<file path="config.mk">
export PLATFORM = sky130hd
export DESIGN_NAME = vga_sprite_renderer_flat
export DESIGN_NICKNAME = d
export VERILOG_FILES = /design/src/rtl/vga_pkg.sv /design/src/rtl/vga_sprite_renderer_if.sv /design/src/rtl/vga_sprite_renderer_sprite_unit.sv /design/src/rtl/vga_sprite_renderer.sv /design/src/flat_wrapper.sv
export SDC_FILE = /design/constraint.sdc
export NUM_CORES = 2
export LEC_CHECK = 0
export CELL_PAD_IN_SITES_DETAIL_PLACEMENT = 1
export CELL_PAD_IN_SITES_GLOBAL_PLACEMENT = 2
export CORE_MARGIN = 3
export CORE_UTILIZATION = 25
export CTS_CLUSTER_DIAMETER = 30
export DETAILED_ROUTE_END_ITERATION = 12
export PLACE_DENSITY = 0.44
export SLEW_MARGIN = 30
export SYNTH_ARGS = -nofsm -noshare
export SYNTH_HDL_FRONTEND = slang
export SYNTH_SLANG_ARGS = --single-unit
</file>
<file path="constraint.sdc">
create_clock -name clock -period 4.2 [get_ports clock]
set_input_delay 0.84 -clock clock [delete_from_list [all_inputs] [get_ports clock]]
set_output_delay 0.84 -clock clock [all_outputs]
set_load 0.01 [all_outputs]
</file>
<file path="src/rtl/vga_pkg.sv">
// Shared constants, register map and helpers for the VGA sprite overlay stage.
package vga_pkg;

  localparam int HD = 640;
  localparam int VD = 480;

  localparam logic [4:0] OFS_X    = 5'd16;
  localparam logic [4:0] OFS_Y    = 5'd17;
  localparam logic [4:0] OFS_ATTR = 5'd18;

  localparam int SPRITE_W = 16;
  localparam int SPRITE_H = 16;

  localparam int RGB_R_MSB = 7;
  localparam int RGB_R_LSB = 5;
  localparam int RGB_G_MSB = 4;
  localparam int RGB_G_LSB = 2;
  localparam int RGB_B_MSB = 1;
  localparam int RGB_B_LSB = 0;

  typedef struct packed {
    logic       enable;
    logic [7:0] color;
    logic [9:0] x;
    logic [9:0] y;
  } sprite_attr_t;

  // 11-bit compare so an origin near 1023 cannot wrap back onto column 0.
  function automatic logic in_span(input logic [9:0] pos, input logic [9:0] origin,
                                   input int unsigned size);
    logic [10:0] p;
    logic [10:0] lo;
    logic [10:0] hi;
    p  = {1'b0, pos};
    lo = {1'b0, origin};
    hi = lo + 11'(size);
    return (p >= lo) && (p < hi);
  endfunction

endpackage

</file>
<file path="src/rtl/vga_sprite_renderer_if.sv">
// Register-write handshake between the game CPU bridge and the sprite renderer.
interface vga_sprite_renderer_if;

  logic        wr_valid;
  logic        wr_ready;
  logic [6:0]  wr_addr;
  logic [15:0] wr_data;

  modport master (output wr_valid, output wr_addr, output wr_data, input wr_ready);
  modport slave  (input wr_valid, input wr_addr, input wr_data, output wr_ready);

endinterface

</file>
<file path="src/rtl/vga_sprite_renderer_sprite_unit.sv">
// One 16x16 one-bit sprite: shadow/active attributes, live bitmap and pipelined hit test.
module sprite_unit
  import vga_pkg::*;
(
  input  logic        clock,
  input  logic        reset,
  input  logic        wr_en,
  input  logic [4:0]  wr_ofs,
  input  logic [15:0] wr_data,
  input  logic        commit,
  input  logic [9:0]  pixel_x,
  input  logic [9:0]  pixel_y,
  output logic        hit,
  output logic [7:0]  color
);

  sprite_attr_t shadow;
  sprite_attr_t active;
  logic [15:0]  bitmap [SPRITE_H];
  logic         in_range_q;
  logic [3:0]   dx_q;
  logic [3:0]   dy_q;

  // Commit and accepted writes never coincide, since the top stalls writes on commit.
  always_ff @(posedge clock or negedge reset) begin
    if (!reset) begin
      shadow <= '0;
      active <= '0;
    end else begin
      if (commit) active <= shadow;
      if (wr_en) begin
        case (wr_ofs)
          OFS_X:    shadow.x <= wr_data[9:0];
          OFS_Y:    shadow.y <= wr_data[9:0];
          OFS_ATTR: begin
            shadow.color  <= wr_data[7:0];
            shadow.enable <= wr_data[8];
          end
          default: ;
        endcase
      end
    end
  end

  always_ff @(posedge clock or negedge reset) begin
    if (!reset) begin
      for (int r = 0; r < SPRITE_H; r++) bitmap[r] <= '0;
    end else if (wr_en && !wr_ofs[4]) begin
      bitmap[wr_ofs[3:0]] <= wr_data;
    end
  end

  // Low nibble of the offset is all the bitmap lookup needs once the range test passed.
  always_ff @(posedge clock or negedge reset) begin
    if (!reset) begin
      in_range_q <= 1'b0;
      dx_q       <= '0;
      dy_q       <= '0;
    end else begin
      in_range_q <= active.enable
                    && in_span(pixel_x, active.x, SPRITE_W)
                    && in_span(pixel_y, active.y, SPRITE_H);
      dx_q       <= pixel_x[3:0] - active.x[3:0];
      dy_q       <= pixel_y[3:0] - active.y[3:0];
    end
  end

  assign hit   = in_range_q && bitmap[dy_q][4'd15 - dx_q];
  assign color = active.color;

endmodule

</file>
<file path="src/rtl/vga_sprite_renderer.sv">
// RGB332 pixel stage: overlays four prioritised sprites on a flat background, sync kept aligned.
module vga_sprite_renderer #(
  parameter int         HD          = vga_pkg::HD,
  parameter int         VD          = vga_pkg::VD,
  parameter logic [7:0] BG_COLOR    = 8'h00,
  parameter int         NUM_SPRITES = 4
) (
  input  logic                        clock,
  input  logic                        reset,
  input  logic [9:0]                  pixel_x,
  input  logic [9:0]                  pixel_y,
  input  logic                        video_enable,
  input  logic                        hsync_in,
  input  logic                        vsync_in,
  vga_sprite_renderer_if.slave        wr,
  output logic [7:0]                  rgb,
  output logic                        hsync_out,
  output logic                        vsync_out
);

  logic                   commit;
  logic                   wr_fire;
  logic [NUM_SPRITES-1:0] hit;
  logic [7:0]             spr_color [NUM_SPRITES];
  logic [7:0]             pix_color;
  logic                   ve_q;
  logic                   hs_q;
  logic                   vs_q;

  // First pixel of the first blanking line: swap in the next frame's attributes.
  assign commit      = (pixel_x == 10'd0) && (pixel_y == 10'(VD));
  assign wr.wr_ready = reset && !commit;
  assign wr_fire     = wr.wr_valid && wr.wr_ready;

  for (genvar i = 0; i < NUM_SPRITES; i++) begin : g_sprite
    sprite_unit u_sprite (
      .clock   (clock),
      .reset   (reset),
      .wr_en   (wr_fire && (wr.wr_addr[6:5] == 2'(i))),
      .wr_ofs  (wr.wr_addr[4:0]),
      .wr_data (wr.wr_data),
      .commit  (commit),
      .pixel_x (pixel_x),
      .pixel_y (pixel_y),
      .hit     (hit[i]),
      .color   (spr_color[i])
    );
  end

  // Walk from the highest index down so sprite 0 ends up on top.
  always_comb begin
    pix_color = BG_COLOR;
    for (int i = NUM_SPRITES - 1; i >= 0; i--) begin
      if (hit[i]) pix_color = spr_color[i];
    end
  end

  always_ff @(posedge clock or negedge reset) begin
    if (!reset) begin
      ve_q      <= 1'b0;
      hs_q      <= 1'b0;
      vs_q      <= 1'b0;
      rgb       <= '0;
      hsync_out <= 1'b0;
      vsync_out <= 1'b0;
    end else begin
      ve_q      <= video_enable && (pixel_x < 10'(HD));
      hs_q      <= hsync_in;
      vs_q      <= vsync_in;
      rgb       <= ve_q ? pix_color : 8'h00;
      hsync_out <= hs_q;
      vsync_out <= vs_q;
    end
  end

endmodule

</file>
<file path="src/flat_wrapper.sv">
// flat-port wrapper written by rule: the top's interface ports become plain ports
module vga_sprite_renderer_flat 
#(
  parameter int         HD          = vga_pkg::HD,
  parameter int         VD          = vga_pkg::VD,
  parameter logic [7:0] BG_COLOR    = 8'h00,
  parameter int         NUM_SPRITES = 4
)
  (clock, reset, pixel_x, pixel_y, video_enable, hsync_in, vsync_in, rgb, hsync_out, vsync_out, wr_wr_valid, wr_wr_addr, wr_wr_data, wr_wr_ready);
  vga_sprite_renderer_if wr_i ();
  input  logic clock;
  input  logic reset;
  input  logic [9:0] pixel_x;
  input  logic [9:0] pixel_y;
  input  logic video_enable;
  input  logic hsync_in;
  input  logic vsync_in;
  output logic [7:0] rgb;
  output logic hsync_out;
  output logic vsync_out;
  input wire logic [$bits(wr_i.wr_valid)-1:0] wr_wr_valid;
  input wire logic [$bits(wr_i.wr_addr)-1:0] wr_wr_addr;
  input wire logic [$bits(wr_i.wr_data)-1:0] wr_wr_data;
  output wire logic [$bits(wr_i.wr_ready)-1:0] wr_wr_ready;
  assign wr_i.wr_valid = wr_wr_valid;
  assign wr_i.wr_addr = wr_wr_addr;
  assign wr_i.wr_data = wr_wr_data;
  assign wr_wr_ready = wr_i.wr_ready;
  vga_sprite_renderer #(.HD(HD), .VD(VD), .BG_COLOR(BG_COLOR), .NUM_SPRITES(NUM_SPRITES)) u_core (.clock(clock), .reset(reset), .pixel_x(pixel_x), .pixel_y(pixel_y), .video_enable(video_enable), .hsync_in(hsync_in), .vsync_in(vsync_in), .wr(wr_i), .rgb(rgb), .hsync_out(hsync_out), .vsync_out(vsync_out));
endmodule
</file>
==> out/qor.yml <==
max-cap-violations: 0
avgRoutedWirePerCell_um: 24.7
setup_viol: 0
drv_slew: 0
finalPower_mw: 46.5
status: "finished, final reports clean"
overflow: 0
ios: 60
criticalPathCategory: "in -> out"
slowest_stage: "clkdlybuf4s50_1"
end_kind: "output pin"
die_area_mm2: 0.249
met1_length_um: 93100
slew-limit-headroom: 0.375
avgViaCountPerCell: 4.62
worst_slew_pin_slew_ns: 0.938
critPathArrivalTime_ns: 2.88
p_leak_nw: 37.5
wl_met3_um: 7710
grt_pass1_vias: 42773
cts_tree: "done"
place_congestion: 0.730
grt_util_all_layers: 0.163
vias: 37785
fin_skew_ns: 0.0955
ant_nets: 0
worstPathMaxFanout: 3
hold_class: "reg -> reg"
ir_worst_vdd_mv: 0.360
cp_cell_sequence: "clkdlybuf4s50_1, nor4bb_1, nand3_1, nor2_4, nor2b_1, clkdlybuf4s50_1"
coreArea_mm2: 0.241
port_buffers: 59
dr_wl_met2_um: 96100
cts.sinks: 1305
ctsLongestPathBuffers: 4
clock.fmax_ghz: 0.269
grt_max_degree: 157
syn_nets: 4434
nNetsFinal: 4856
routed.top_layer: "met4"
ys_ff_latch: 1305
period_needed_ns: 3.72
ys.flop_type: "dfrtp_1"
cp-start-kind: "input port"
finalCritPeriodShare: 0.886
clkTransAtPathRegs_ns: 0.04
yosysUniqueCellTypes: 68
most-common-layout-cells: "dfrtp_1, mux2_2, clkbuf_16"
drtPass1Iterations: 4
htree_levels: 5
dieHeight_um: 499
fillers: 24773
ys_async_sr_fraction: 1.00
dp_hpwl_um: 124000
power.density_mw_per_mm2: 577
crit_buf_inv: 2
synth.avg_cell_area_um2: 14.3
grt_pass1_wl_um: 301000
fp-row-count: 180
required_ns: 3.36
synth_seq_area_share: 0.538
postPlaceCellArea_mm2: 0.0664
drc: 0
clock_latency_ns: 0.96
drive_above_1_share: 0.490
critPathLaunch: "pixel_x[1]"
multi_input_area_mm2: 0.0265
synth_cells: 4241
area_growth_pct: 32.5
hold_viol: 0
hold_start: "u_core.hs_q"
setup_tns_ns: 0
die_w_um: 499
regArea_mm2: 0.0327
cts-buffers-inserted: 420
root_buffer: "clkbuf_16"
drtIter0Drc: 1620
regToRegStartpoint: "u_core.g_sprite[1].u_sprite.dy_q[2]"
routed_wl_um: 202000
start_util: 0.252
rsz0062_at_grt: "no"
max_stage_delay_ns: 0.62
cpMostUsedCell: "clkdlybuf4s50_1"
cp_top_family: "buffers and inverters"
ys_warn_count: 0
antenna_found_initial: 26
fin_area_mm2: 0.0805
layout_commonest_cell: "dfrtp_1"
synth_edf_count: 0
syn_area_mm2: 0.0608
[cell type report]
class	count	area share
Inverter	121	0.00564
Clock buffer	593	0.152
Multi-Input combinational cell	2512	0.329
Timing Repair Buffer	303	0.0352
Antenna cell	19	0.000591
Tap cell	3185	0.0495
Clock inverter	148	0.0224
Sequential cell	1305	0.406
[cell usage after synthesis, types with 10 or more instances]
cell type     n  area, um2
dfrtp_1    1305      32700
mux2_2     1179      13300
mux4_2      241       5430
clkbuf_1    199        747
o21ai_0     168        841
nand2_1     141        529
ha_1        136       1700
inv_1       119        447
nor2_1      118        443
mux2i_1      76        761
buf_2        60        300
a21oi_1      49        245
xnor2_1      48        420
nand3_1      47        235
a22oi_1      45        338
o21a_1       36        270
nor2b_1      29        181
buf_4        18        135
nor3_1       18       90.1
buf_1        17       63.8
a21boi_0     16        120
nand4_1      16        100
nand2b_1     15       93.8
a221oi_1     10       87.6
[stage by stage]
stage	instances	hold slack, ns	util	setup WS (ns)
finish	8186	0.344	0.334	0.478
global route	8171	0.331	0.334	0.186
CTS	8166	0.306	0.333	0.316
detailed placement	7424	0.336	0.275	0.274
global placement	7423	0.332	0.275	0.202
floorplan	4241	0.331	-	0.868
[power breakdown]
part	internal [mW]	total (mW)	switching, mW
Combinational	1.04	2.38	1.35
Sequential	13.2	13.5	0.364
Clock	22.0	30.5	8.53
[cells by family (layout without fill, tap and decap cells)]
family / Yosys count / count (layout) / synth area share
compound gates: 397 / 397 / 0.0420
fa+ha+maj: 144 / 144 / 0.0306
buf+inv: 424 / 1165 / 0.0297
simple gates: 426 / 426 / 0.0324
mux: 1497 / 1497 / 0.321
other cells: 0 / 19 / 0
flops: 1305 / 1305 / 0.538
xor+xnor: 48 / 48 / 0.00692
[registers in the layout, indices dropped and copies added (netlist names), 4 cells and up]
name / flops
u_core.g_sprite.u_sprite.shadow: 116
u_core.g_sprite.u_sprite.color: 32
u_core.g_sprite.u_sprite.active: 84
u_core.g_sprite.u_sprite.in_range_q: 4
u_core.g_sprite.u_sprite.dy_q: 16
u_core.g_sprite.u_sprite.dx_q: 16
u_core.rgb: 8
u_core.g_sprite.u_sprite.bitmap: 1024
[worst paths after layout]
kind,slack [ns],cells after the start,to
max in group asynchronous,1.84,4,u_core.g_sprite[2].u_sprite.dy_q[2]
hold reg to reg,0.34,0,u_core.hsync_out
setup / recovery,0.48,6,wr_wr_ready
setup reg to reg,0.49,11,u_core.rgb[0]
min in group asynchronous,0.44,2,u_core.g_sprite[2].u_sprite.bitmap[95]
hold / removal,0.34,0,u_core.hsync_out
[layer usage]
layer / vias up / GRT usage
met1: 20196 / 0.220
met2: 681 / 0.267
met4: 0 / 0.0509
li1: 16537 / -
met5: - / 0
met3: 371 / 0.0291
[repair_timing]
item / in CTS / in global routing
hold buffers: 1 / 0
resized for setup: 0 / 0
buffers inserted: 0 / 0
endpoints found under the hold margin: 20 / 0
No activity file was read; power rests on OpenSTA's default activity.
